`config.mk`:
```
export PLATFORM = sky130hd
export DESIGN_NAME = calc_port_scheduler
export DESIGN_NICKNAME = d
export VERILOG_FILES = /design/src/rtl/calc_pkg.sv /design/src/rtl/calc_rr_arbiter.sv /design/src/rtl/calc_port_scheduler.sv
export SDC_FILE = /design/constraint.sdc
export NUM_CORES = 1
export LEC_CHECK = 0
export ABC_AREA = 1
export BUFFER_PORTS_ARGS = -buffer_cell sky130_fd_sc_hd__buf_4
export CAP_MARGIN = 0
export CORE_ASPECT_RATIO = 0.6
export CORE_MARGIN = 2
export CORE_UTILIZATION = 35
export CTS_CLUSTER_SIZE = 24
export DETAILED_ROUTE_END_ITERATION = 12
export PLACE_DENSITY = 0.56
export SKIP_CTS_REPAIR_TIMING = 1
export SLEW_MARGIN = 10
export SYNTH_ARGS = -nofsm -noshare
export SYNTH_HDL_FRONTEND = slang
export SYNTH_SLANG_ARGS = --single-unit
```
`constraint.sdc`:
```
create_clock -name c_clk -period 25.4 [get_ports c_clk]
set_input_delay 2.54 -clock c_clk [delete_from_list [all_inputs] [get_ports c_clk]]
set_output_delay 2.54 -clock c_clk [all_outputs]
set_load 0.01 [all_outputs]
```
`src/rtl/calc_pkg.sv`:
```
// Shared definitions for the calc1 scheduler slice: command/response codes,
// the per-port FSM state type and a command validity helper.
package calc_pkg;

  localparam int unsigned NUM_PORTS = 4;
  localparam int unsigned PORT_W    = 2;

  localparam logic [3:0] CMD_NONE = 4'd0;
  localparam logic [3:0] CMD_ADD  = 4'd1;
  localparam logic [3:0] CMD_SUB  = 4'd2;
  localparam logic [3:0] CMD_SHL  = 4'd5;
  localparam logic [3:0] CMD_SHR  = 4'd6;

  localparam logic [1:0] RESP_NONE = 2'd0;
  localparam logic [1:0] RESP_OK   = 2'd1;
  localparam logic [1:0] RESP_ERR  = 2'd2;
  localparam logic [1:0] RESP_INT  = 2'd3;

  typedef enum logic [1:0] {
    PS_IDLE,
    PS_OP2,
    PS_PEND,
    PS_BUSY
  } port_state_t;

  function automatic logic cmd_valid(input logic [3:0] cmd);
    return (cmd == CMD_ADD) || (cmd == CMD_SUB) ||
           (cmd == CMD_SHL) || (cmd == CMD_SHR);
  endfunction

endpackage

```
`src/rtl/calc_rr_arbiter.sv`:
```
// 4-way round-robin arbiter.
//   clk, rst   : clock, asynchronous active-high reset (pointer -> port 0)
//   pending    : one bit per requester waiting for service
//   advance    : grant is being taken this cycle; pointer moves past it
//   grant      : one-hot grant (combinational), first pending at/after pointer
//   grant_idx  : binary index of the granted requester
//   any        : at least one requester pending
module calc_rr_arbiter
  import calc_pkg::*;
(
  input  logic                 clk,
  input  logic                 rst,
  input  logic [NUM_PORTS-1:0] pending,
  input  logic                 advance,
  output logic [NUM_PORTS-1:0] grant,
  output logic [PORT_W-1:0]    grant_idx,
  output logic                 any
);

  logic [PORT_W-1:0] ptr_q;
  logic [PORT_W-1:0] scan_idx;

  always_comb begin
    grant     = '0;
    grant_idx = '0;
    any       = 1'b0;
    scan_idx  = '0;
    for (int unsigned k = 0; k < NUM_PORTS; k++) begin
      scan_idx = ptr_q + k[PORT_W-1:0];
      if (!any && pending[scan_idx]) begin
        grant[scan_idx] = 1'b1;
        grant_idx       = scan_idx;
        any             = 1'b1;
      end
    end
  end

  // Pointer wraps naturally through the 2-bit add (port 4 -> port 1).
  always_ff @(posedge clk or posedge rst) begin
    if (rst) begin
      ptr_q <= '0;
    end else if (advance && any) begin
      ptr_q <= grant_idx + PORT_W'(1);
    end
  end

endmodule

```
`src/rtl/calc_port_scheduler.sv`:
```
// Front-end scheduler for the calc1 datapath. Captures two-cycle requests
// (cmd+operand1, then operand2) on four ports, arbitrates one shared ALU
// round-robin, routes each result back as a one-cycle response pulse and
// forces an internal-error response if the ALU does not complete in time.
//   c_clk, reset        : clock, asynchronous active-high reset
//   reqN_cmd_in/data_in : requester channels (N=1..4)
//   out_dataN/out_respN : per-port response pulse (0/0 when idle)
//   alu_valid/cmd/op1/op2 : issue to ALU, held until done or timeout
//   alu_done/resp/result  : ALU completion strobe and result
module calc_port_scheduler
  import calc_pkg::*;
#(
  parameter int unsigned TIMEOUT_CYCLES = 16,
  parameter int unsigned TIMEOUT_W      = 5
) (
  input  logic        c_clk,
  input  logic        reset,
  input  logic [3:0]  req1_cmd_in,
  input  logic [31:0] req1_data_in,
  input  logic [3:0]  req2_cmd_in,
  input  logic [31:0] req2_data_in,
  input  logic [3:0]  req3_cmd_in,
  input  logic [31:0] req3_data_in,
  input  logic [3:0]  req4_cmd_in,
  input  logic [31:0] req4_data_in,
  output logic [31:0] out_data1,
  output logic [1:0]  out_resp1,
  output logic [31:0] out_data2,
  output logic [1:0]  out_resp2,
  output logic [31:0] out_data3,
  output logic [1:0]  out_resp3,
  output logic [31:0] out_data4,
  output logic [1:0]  out_resp4,
  output logic        alu_valid,
  output logic [3:0]  alu_cmd,
  output logic [31:0] alu_op1,
  output logic [31:0] alu_op2,
  input  logic        alu_done,
  input  logic [1:0]  alu_resp,
  input  logic [31:0] alu_result
);

  logic [3:0]  cmd_in  [NUM_PORTS];
  logic [31:0] data_in [NUM_PORTS];

  port_state_t state_q [NUM_PORTS];
  port_state_t state_d [NUM_PORTS];
  logic [3:0]  cmd_q   [NUM_PORTS];
  logic [31:0] op1_q   [NUM_PORTS];
  logic [31:0] op2_q   [NUM_PORTS];
  logic [1:0]  resp_q  [NUM_PORTS];
  logic [31:0] rdata_q [NUM_PORTS];

  logic [NUM_PORTS-1:0] pending;
  logic [NUM_PORTS-1:0] grant;
  logic [PORT_W-1:0]    grant_idx;
  logic                 grant_any;
  logic                 grant_en;
  logic                 done_hit;
  logic                 tmo_hit;
  logic [TIMEOUT_W-1:0] tmo_cnt_q;

  assign cmd_in[0]  = req1_cmd_in;
  assign cmd_in[1]  = req2_cmd_in;
  assign cmd_in[2]  = req3_cmd_in;
  assign cmd_in[3]  = req4_cmd_in;
  assign data_in[0] = req1_data_in;
  assign data_in[1] = req2_data_in;
  assign data_in[2] = req3_data_in;
  assign data_in[3] = req4_data_in;

  assign out_resp1 = resp_q[0];
  assign out_resp2 = resp_q[1];
  assign out_resp3 = resp_q[2];
  assign out_resp4 = resp_q[3];
  assign out_data1 = rdata_q[0];
  assign out_data2 = rdata_q[1];
  assign out_data3 = rdata_q[2];
  assign out_data4 = rdata_q[3];

  always_comb begin
    pending = '0;
    for (int unsigned i = 0; i < NUM_PORTS; i++) begin
      pending[i] = (state_q[i] == PS_PEND);
    end
  end

  // A new grant is only decided while the ALU is idle; the cycle right
  // after a completion is therefore a bubble.
  assign grant_en = !alu_valid && grant_any;
  assign done_hit = alu_valid && alu_done;
  assign tmo_hit  = alu_valid && !alu_done &&
                    (tmo_cnt_q == TIMEOUT_W'(TIMEOUT_CYCLES - 1));

  calc_rr_arbiter u_arb (
    .clk       (c_clk),
    .rst       (reset),
    .pending   (pending),
    .advance   (grant_en),
    .grant     (grant),
    .grant_idx (grant_idx),
    .any       (grant_any)
  );

  always_ff @(posedge c_clk or posedge reset) begin
    if (reset) begin
      for (int unsigned i = 0; i < NUM_PORTS; i++) begin
        state_q[i] <= PS_IDLE;
      end
    end else begin
      for (int unsigned i = 0; i < NUM_PORTS; i++) begin
        state_q[i] <= state_d[i];
      end
    end
  end

  always_comb begin
    for (int unsigned i = 0; i < NUM_PORTS; i++) begin
      state_d[i] = state_q[i];
      unique case (state_q[i])
        PS_IDLE: if (cmd_in[i] != CMD_NONE) state_d[i] = PS_OP2;
        PS_OP2:  state_d[i] = cmd_valid(cmd_q[i]) ? PS_PEND : PS_IDLE;
        PS_PEND: if (grant_en && grant[i]) state_d[i] = PS_BUSY;
        // Only one port can be BUSY, so the shared done/timeout is its own.
        PS_BUSY: if (done_hit || tmo_hit) state_d[i] = PS_IDLE;
        default: state_d[i] = PS_IDLE;
      endcase
    end
  end

  always_ff @(posedge c_clk or posedge reset) begin
    if (reset) begin
      for (int unsigned i = 0; i < NUM_PORTS; i++) begin
        cmd_q[i] <= CMD_NONE;
        op1_q[i] <= '0;
        op2_q[i] <= '0;
      end
    end else begin
      for (int unsigned i = 0; i < NUM_PORTS; i++) begin
        if (state_q[i] == PS_IDLE && cmd_in[i] != CMD_NONE) begin
          cmd_q[i] <= cmd_in[i];
          op1_q[i] <= data_in[i];
        end
        if (state_q[i] == PS_OP2) begin
          op2_q[i] <= data_in[i];
        end
      end
    end
  end

  always_ff @(posedge c_clk or posedge reset) begin
    if (reset) begin
      for (int unsigned i = 0; i < NUM_PORTS; i++) begin
        resp_q[i]  <= RESP_NONE;
        rdata_q[i] <= '0;
      end
    end else begin
      for (int unsigned i = 0; i < NUM_PORTS; i++) begin
        resp_q[i]  <= RESP_NONE;
        rdata_q[i] <= '0;
        if (state_q[i] == PS_OP2 && !cmd_valid(cmd_q[i])) begin
          resp_q[i] <= RESP_ERR;
        end else if (state_q[i] == PS_BUSY) begin
          if (done_hit) begin
            resp_q[i]  <= alu_resp;
            rdata_q[i] <= alu_result;
          end else if (tmo_hit) begin
            resp_q[i] <= RESP_INT;
          end
        end
      end
    end
  end

  always_ff @(posedge c_clk or posedge reset) begin
    if (reset) begin
      alu_valid <= 1'b0;
      alu_cmd   <= '0;
      alu_op1   <= '0;
      alu_op2   <= '0;
      tmo_cnt_q <= '0;
    end else if (grant_en) begin
      alu_valid <= 1'b1;
      alu_cmd   <= cmd_q[grant_idx];
      alu_op1   <= op1_q[grant_idx];
      alu_op2   <= op2_q[grant_idx];
      tmo_cnt_q <= '0;
    end else if (done_hit || tmo_hit) begin
      alu_valid <= 1'b0;
      tmo_cnt_q <= '0;
    end else if (alu_valid) begin
      tmo_cnt_q <= tmo_cnt_q + TIMEOUT_W'(1);
    end
  end

endmodule

```
# Word-level counts from Yosys, hierarchy flattened
# Index checks and enable logic that the tools add are counted.
[op_classes]
addsub = 5
order_cmp = 9
n_eq_ne = 41
n_mux = 78
n_bitwise = 4
reduce_logical = 60
[op_table]
columns = ["op", "n"]
rows = [
  ["2-to-1 mux 32 bit", 13],
  ["binary-select mux 32 bit (select 2 bit)", 2],
  ["2-to-1 mux 2 bit", 27],
  ["== test 4 x 3 -> 1 bit (second input constant)", 8],
  ["one-hot mux 2 bit (4 select lines)", 4],
  ["logical AND 1 bit", 24],
  ["2-to-1 mux 4 bit", 6],
  ["== test 2 bit (second input constant)", 8],
  ["== test 4 x 1 -> 1 bit (second input constant)", 4],
  ["== test 4 x 2 -> 1 bit (second input constant)", 4],
  ["!= test 2 bit (second input constant)", 8],
  ["nonzero test 4 bit", 4],
  ["2-to-1 mux 5 bit", 3],
  ["2-to-1 mux 1 bit", 14],
  ["logical OR 1 bit", 13],
  ["less-than comparator 2 x 3 -> 1 bit (second input constant)", 4],
  ["OR 4 bit", 3],
  ["AND reduction 3 bit", 4],
  ["zero test 1 bit", 9],
  ["binary-select mux 1 bit (select 2 bit)", 4],
  ["binary-select mux 4 bit (select 2 bit)", 1],
  ["demux 1 bit (select 2 bit)", 4],
  ["== test 2 x 1 -> 1 bit (second input constant)", 4],
  ["greater-or-equal comparator 2 x 1 -> 1 bit (second input constant)", 4],
  ["other kinds (10)", 18],
]
[totals]
regBits = 492
out_inout_bits = 205
wordCells = 227

# Longest topological paths before layout
[logic_depth]
depth_word = 17
mapped_depth = 17
mapped_depth_nobuf = 15

# Modules after synthesis
# Synthesis repeated with hierarchy kept, for this count alone.
[hier_totals]
cells_unflattened = 2281
area_unflattened_um2 = 20075.5
[by_module_without_submodules]
columns = ["module", "instances", "cells_per_inst", "area_each_um2", "seq_area_each_um2"]
rows = [
  ["calc_port_scheduler", 1, 2188, 19518.7, 12261.8],
  ["calc_rr_arbiter", 1, 93, 556.8, 50.0],
]

# Worst setup path before layout
# OpenSTA, ideal clock, no wires.
[synth_timing]
path_kind = "input -> register"
startpoint = "in req1_cmd_in[1]"
endpoint = "reg op1_q[100] (netlist bit)"
t_arrival_ns = 3.708
setup_slack_ns = 21.559
cell_stages = 6
cell_sequence = "nor4_1 -> inv_1 -> nand2_1 -> clkbuf_1 -> clkbuf_1 -> a21oi_1"
[synth_via]
elab_chain_cells = 2
[synth_rtl]
columns = ["item", "line", "source"]
rows = [
  ["start: declaration", "calc_port_scheduler.sv:18", "input logic [3:0] req1_cmd_in,"],
  ["nonzero test 4 bit", "calc_port_scheduler.sv:140", "if (state_q[i] == PS_IDLE && cmd_in[i] != CMD_NONE) begin"],
  ["logical AND 1 bit", "calc_port_scheduler.sv:140", ""],
  ["end signal: indexed assignment", "calc_port_scheduler.sv:142", "op1_q[i] <= data_in[i];"],
  ["end: declaration", "calc_port_scheduler.sv:49", "logic [31:0] op1_q [NUM_PORTS];"],
]
# Every way passes these cells.
# A chain may end at the register's enable or synchronous reset.

# Worst setup path in the final report
[layout_timing]
startpoint = "reg u_arb.ptr_q[1]"
endpoint = "reg alu_op1[18]"
[layout_via]
elab_chain_cells = 16
elab_cells_between_ends = 30
cone_classes = "add/sub (3); mux (19); bitwise (1); reduce/logical (7)"
[layout_rtl]
columns = ["item", "line", "source"]
rows = [
  ["start: declaration", "calc_rr_arbiter.sv:20", "logic [PORT_W-1:0] ptr_q;"],
  ["start signal: assignment", "calc_rr_arbiter.sv:43", "ptr_q <= grant_idx + PORT_W'(1);"],
  ["branches (longest 16 deep; another with adder 2 x 1 -> 2 bit)", "n/a", ""],
  ["end signal: assignment", "calc_port_scheduler.sv:185", "alu_op1 <= op1_q[grant_idx];"],
  ["end: declaration", "calc_port_scheduler.sv:36", "output logic [31:0] alu_op1,"],
]
# Several ways; the timed one is not identified. The select of a mux whose other input is x is not followed.

==> results by group <==
Cells and area
  – Share of layout cells above drive strength 1: a little under a fifth
  – Commonest non-fill, non-tap cell in the layout: nand2_1
  – Commonest cells after routing, fill and taps aside: 656 x nand2_1, 492 x dfrtp_1, 406 x buf_4, 313 x inv_1, 292 x nand3_1
  – Area Growth Syn to Fin: 24.0%
  – # fillers: 5,867
  – Fin nets: 3,046

Critical path
  – Setup crit end: alu_op1[18]$_DFFE_PP0P_
  – Reg2reg end: alu_op1[18]$_DFFE_PP0P_
  – Flop-to-flop setup slack: 20,600 ps
  – CP arrival: roughly 5300 ps
  – Reg2Reg Launch Point: u_arb.ptr_q[1]$_DFFE_PP0P_
  – Max FO, Critical Path: 93
  – Startpoint Class: flop
  – Crit. End Element: flop
  – WS Path Type: reg2reg
  – Critical path required time: 25,890 ps
  – Worst R2R Path Depth: 15
  – Crit path launch: u_arb.ptr_q[1]$_DFFE_PP0P_

STA
  – Tcrit/Tclk final: approximately a fifth
  – Minimum clock period: 4800 ps
  – Clk_skew: 27.8 ps
  – Final Hold Vio Count: 0
  – FMAX: 209 MHz
  – RSZ-0062 raised after global routing: false
  – Final-report max-slew violation count: 0
  – Setup TNS Final: 0 ps
  – Final setup fails: 0
  – Worst-Margin Slew: 1240 ps
  – Normalized max-slew margin: 17.4%

Logic synthesis
  – Mapped Area: 0.0212 mm2
  – Yosys reg bits: 492
  – EDFF count, synth: 0
  – Top_reg_cell synth: dfrtp_1
  – Ys Warns: 0
  – Post-Synthesis Cells: approximately 2.6k
  – Synth async-reset ratio: 100%
  – Synth unique cells: 32
  – Avg Cell Area, Syn: ~8.3 um2
  – Syn_nets: approximately 2.7k
  – Sequential cell area fraction in the yosys report: approximately three fifths

Floorplanning
  – # IOs: around 390
  – Core Area: 0.0596 mm2
  – Initial Utilization: 35.6%
  – Die W: roughly 320 um
  – Chip height: 195 um
  – Die Area: 0.0627 mm2
  – Site Rows: 69

GRT
  – Initial antenna violation count: 7
  – First-pass GRT wire length: around 110,000 um
  – Largest net degree at the start of global routing: 176
  – Vias in the first global route: around 17k
  – Grt ovf: 0
  – Total track usage: 23.2%

Routing
  – Final ANT Viol Nets: 0
  – Iteration-0 DRC Markers: 1,748
  – Wirelength per Cell: roughly 20 um
  – Drt total wl: 73,400 um
  – DRC: 0
  – Drt pass-1 iters: 5
  – Vias/cell: 4.92
  – Via Count: 18.1k

Clock network
  – Worst skew pair latency: 600 ps
  – TritonCTS Sinks: roughly 500
  – CTS tree: yes
  – Worst-case clock buffer depth: 3
  – Clock Tree Root: clkbuf_16
  – Total CTS buffers: 49
  – Reg clk slew, reported paths: 70 ps
  – Htree depth: 2

Place
  – GP Congestion: 0.857
  – Post-detail-place hpwl: 50,400 um
  – I/O Buffers: 385

Run status
  – Status: finished clean

Worst hold path
  – Hold wc startpoint: cmd_q[15]$_DFFE_PP0P_
  – Hold crit path type: reg2reg

Flow run
  – Max-cap violations: 0
==> synth_stat cells, types with 2 or more instances <==
cell type | n | area (um2)
dfrtp_1 | 492 | 12300
inv_1 | 315 | 1180
o21ai_0 | 152 | 761
ha_1 | 10 | 125
nand3_2 | 15 | 150
nand4_1 | 3 | 18.8
inv_2 | 7 | 26.3
nand3_1 | 293 | 1470
buf_2 | 45 | 225
o31ai_1 | 2 | 15.0
nor2_1 | 285 | 1070
nand2_1 | 662 | 2480
o21ai_2 | 2 | 17.5
buf_1 | 10 | 37.5
clkbuf_1 | 75 | 282
nor3_1 | 5 | 25.0
o22ai_1 | 5 | 31.3
buf_4 | 21 | 158
nand2_2 | 3 | 18.8
a21oi_1 | 136 | 681
==> worst min-delay path by stage <==
stage | end | slack (ps) | cells after the start
floorplan | cmd_q[15]$_DFFE_PP0P_ | 440 | 2
global route | alu_op2[13]$_DFFE_PP0P_ | 490 | 2
detailed placement | alu_op2[13]$_DFFE_PP0P_ | 470 | 2
global placement | alu_op2[15]$_DFFE_PP0P_ | 470 | 2
finish | cmd_q[15]$_DFFE_PP0P_ | 480 | 2
CTS | cmd_q[15]$_DFFE_PP0P_ | 480 | 2
==> registers in the layout (all words and copies together), names as in the netlist, 4 cells and up, named ones only <==
signal,count
alu_op2,32
state_q,4
out_data3,32
tmo_cnt_q,5
out_data4,32
out_data1,32
alu_cmd,4
cmd_q,16
op1_q,128
op2_q,128
alu_op1,32
out_data2,32
==> cell type report <==
type	instances	area, um2	area share [%]
inverters	323	1220	4.65
flip-flops and latches	492	12300	46.8
clock inverters	19	238	0.903
diodes	5	12.5	0.0475
well taps	781	977	3.71
multi-input cells	1582	7030	26.7
repair buffers	407	3070	11.7
clock buffers	72	1450	5.52
==> metrics by stage <==
stage               instances  hold WS, ps  util, %  setup WS (ps)  area, um2
global route             3678          495     44.2          20270      26300
CTS                      3676          480     44.2          20710      26300
detailed placement       3585          466     41.3          20100      24600
global placement         3585          466     41.3          20160      24600
floorplan                2550          442        -           9130      21200
finish                   3681          476     44.2          20600      26300
==> routing by layer <==
layer	vias to the layer above	wire length, um	track usage (%)
met5	-	22	0
met2	655	29800	31.0
met3	80	7000	6.75
met4	4	1100	4.62
met1	8843	35500	36.5
li1	8522	-	-
==> cells by family after synthesis <==
family                   count (synthesis)  synth area share [%]
AO/OA/AOI/OAI                          301                  7.29
adder cells (fa/ha/maj)                 10                 0.590
buffers and inverters                  476                  9.18
flip-flops                             492                  58.0
AND/OR/NAND/NOR                       1271                  24.9
==> worst max-delay path, stage by stage (launching register included) <==
cell and delay [ps]:
dfrtp_1 590, inv_1 280, ha_1 390, inv_2 150, nand3_1 110, nand2_2 130, nand3_4 110, inv_2 80
nand2_4 380, nand3_4 710, buf_4 1000, nand2_1 100, nand3_1 370, nand2_1 100, nand2_1 70, nand2_1 50
Power is left out: the tool's default activity adds up to more than one toggle a clock period on the data nets, which glitch-free logic cannot reach.
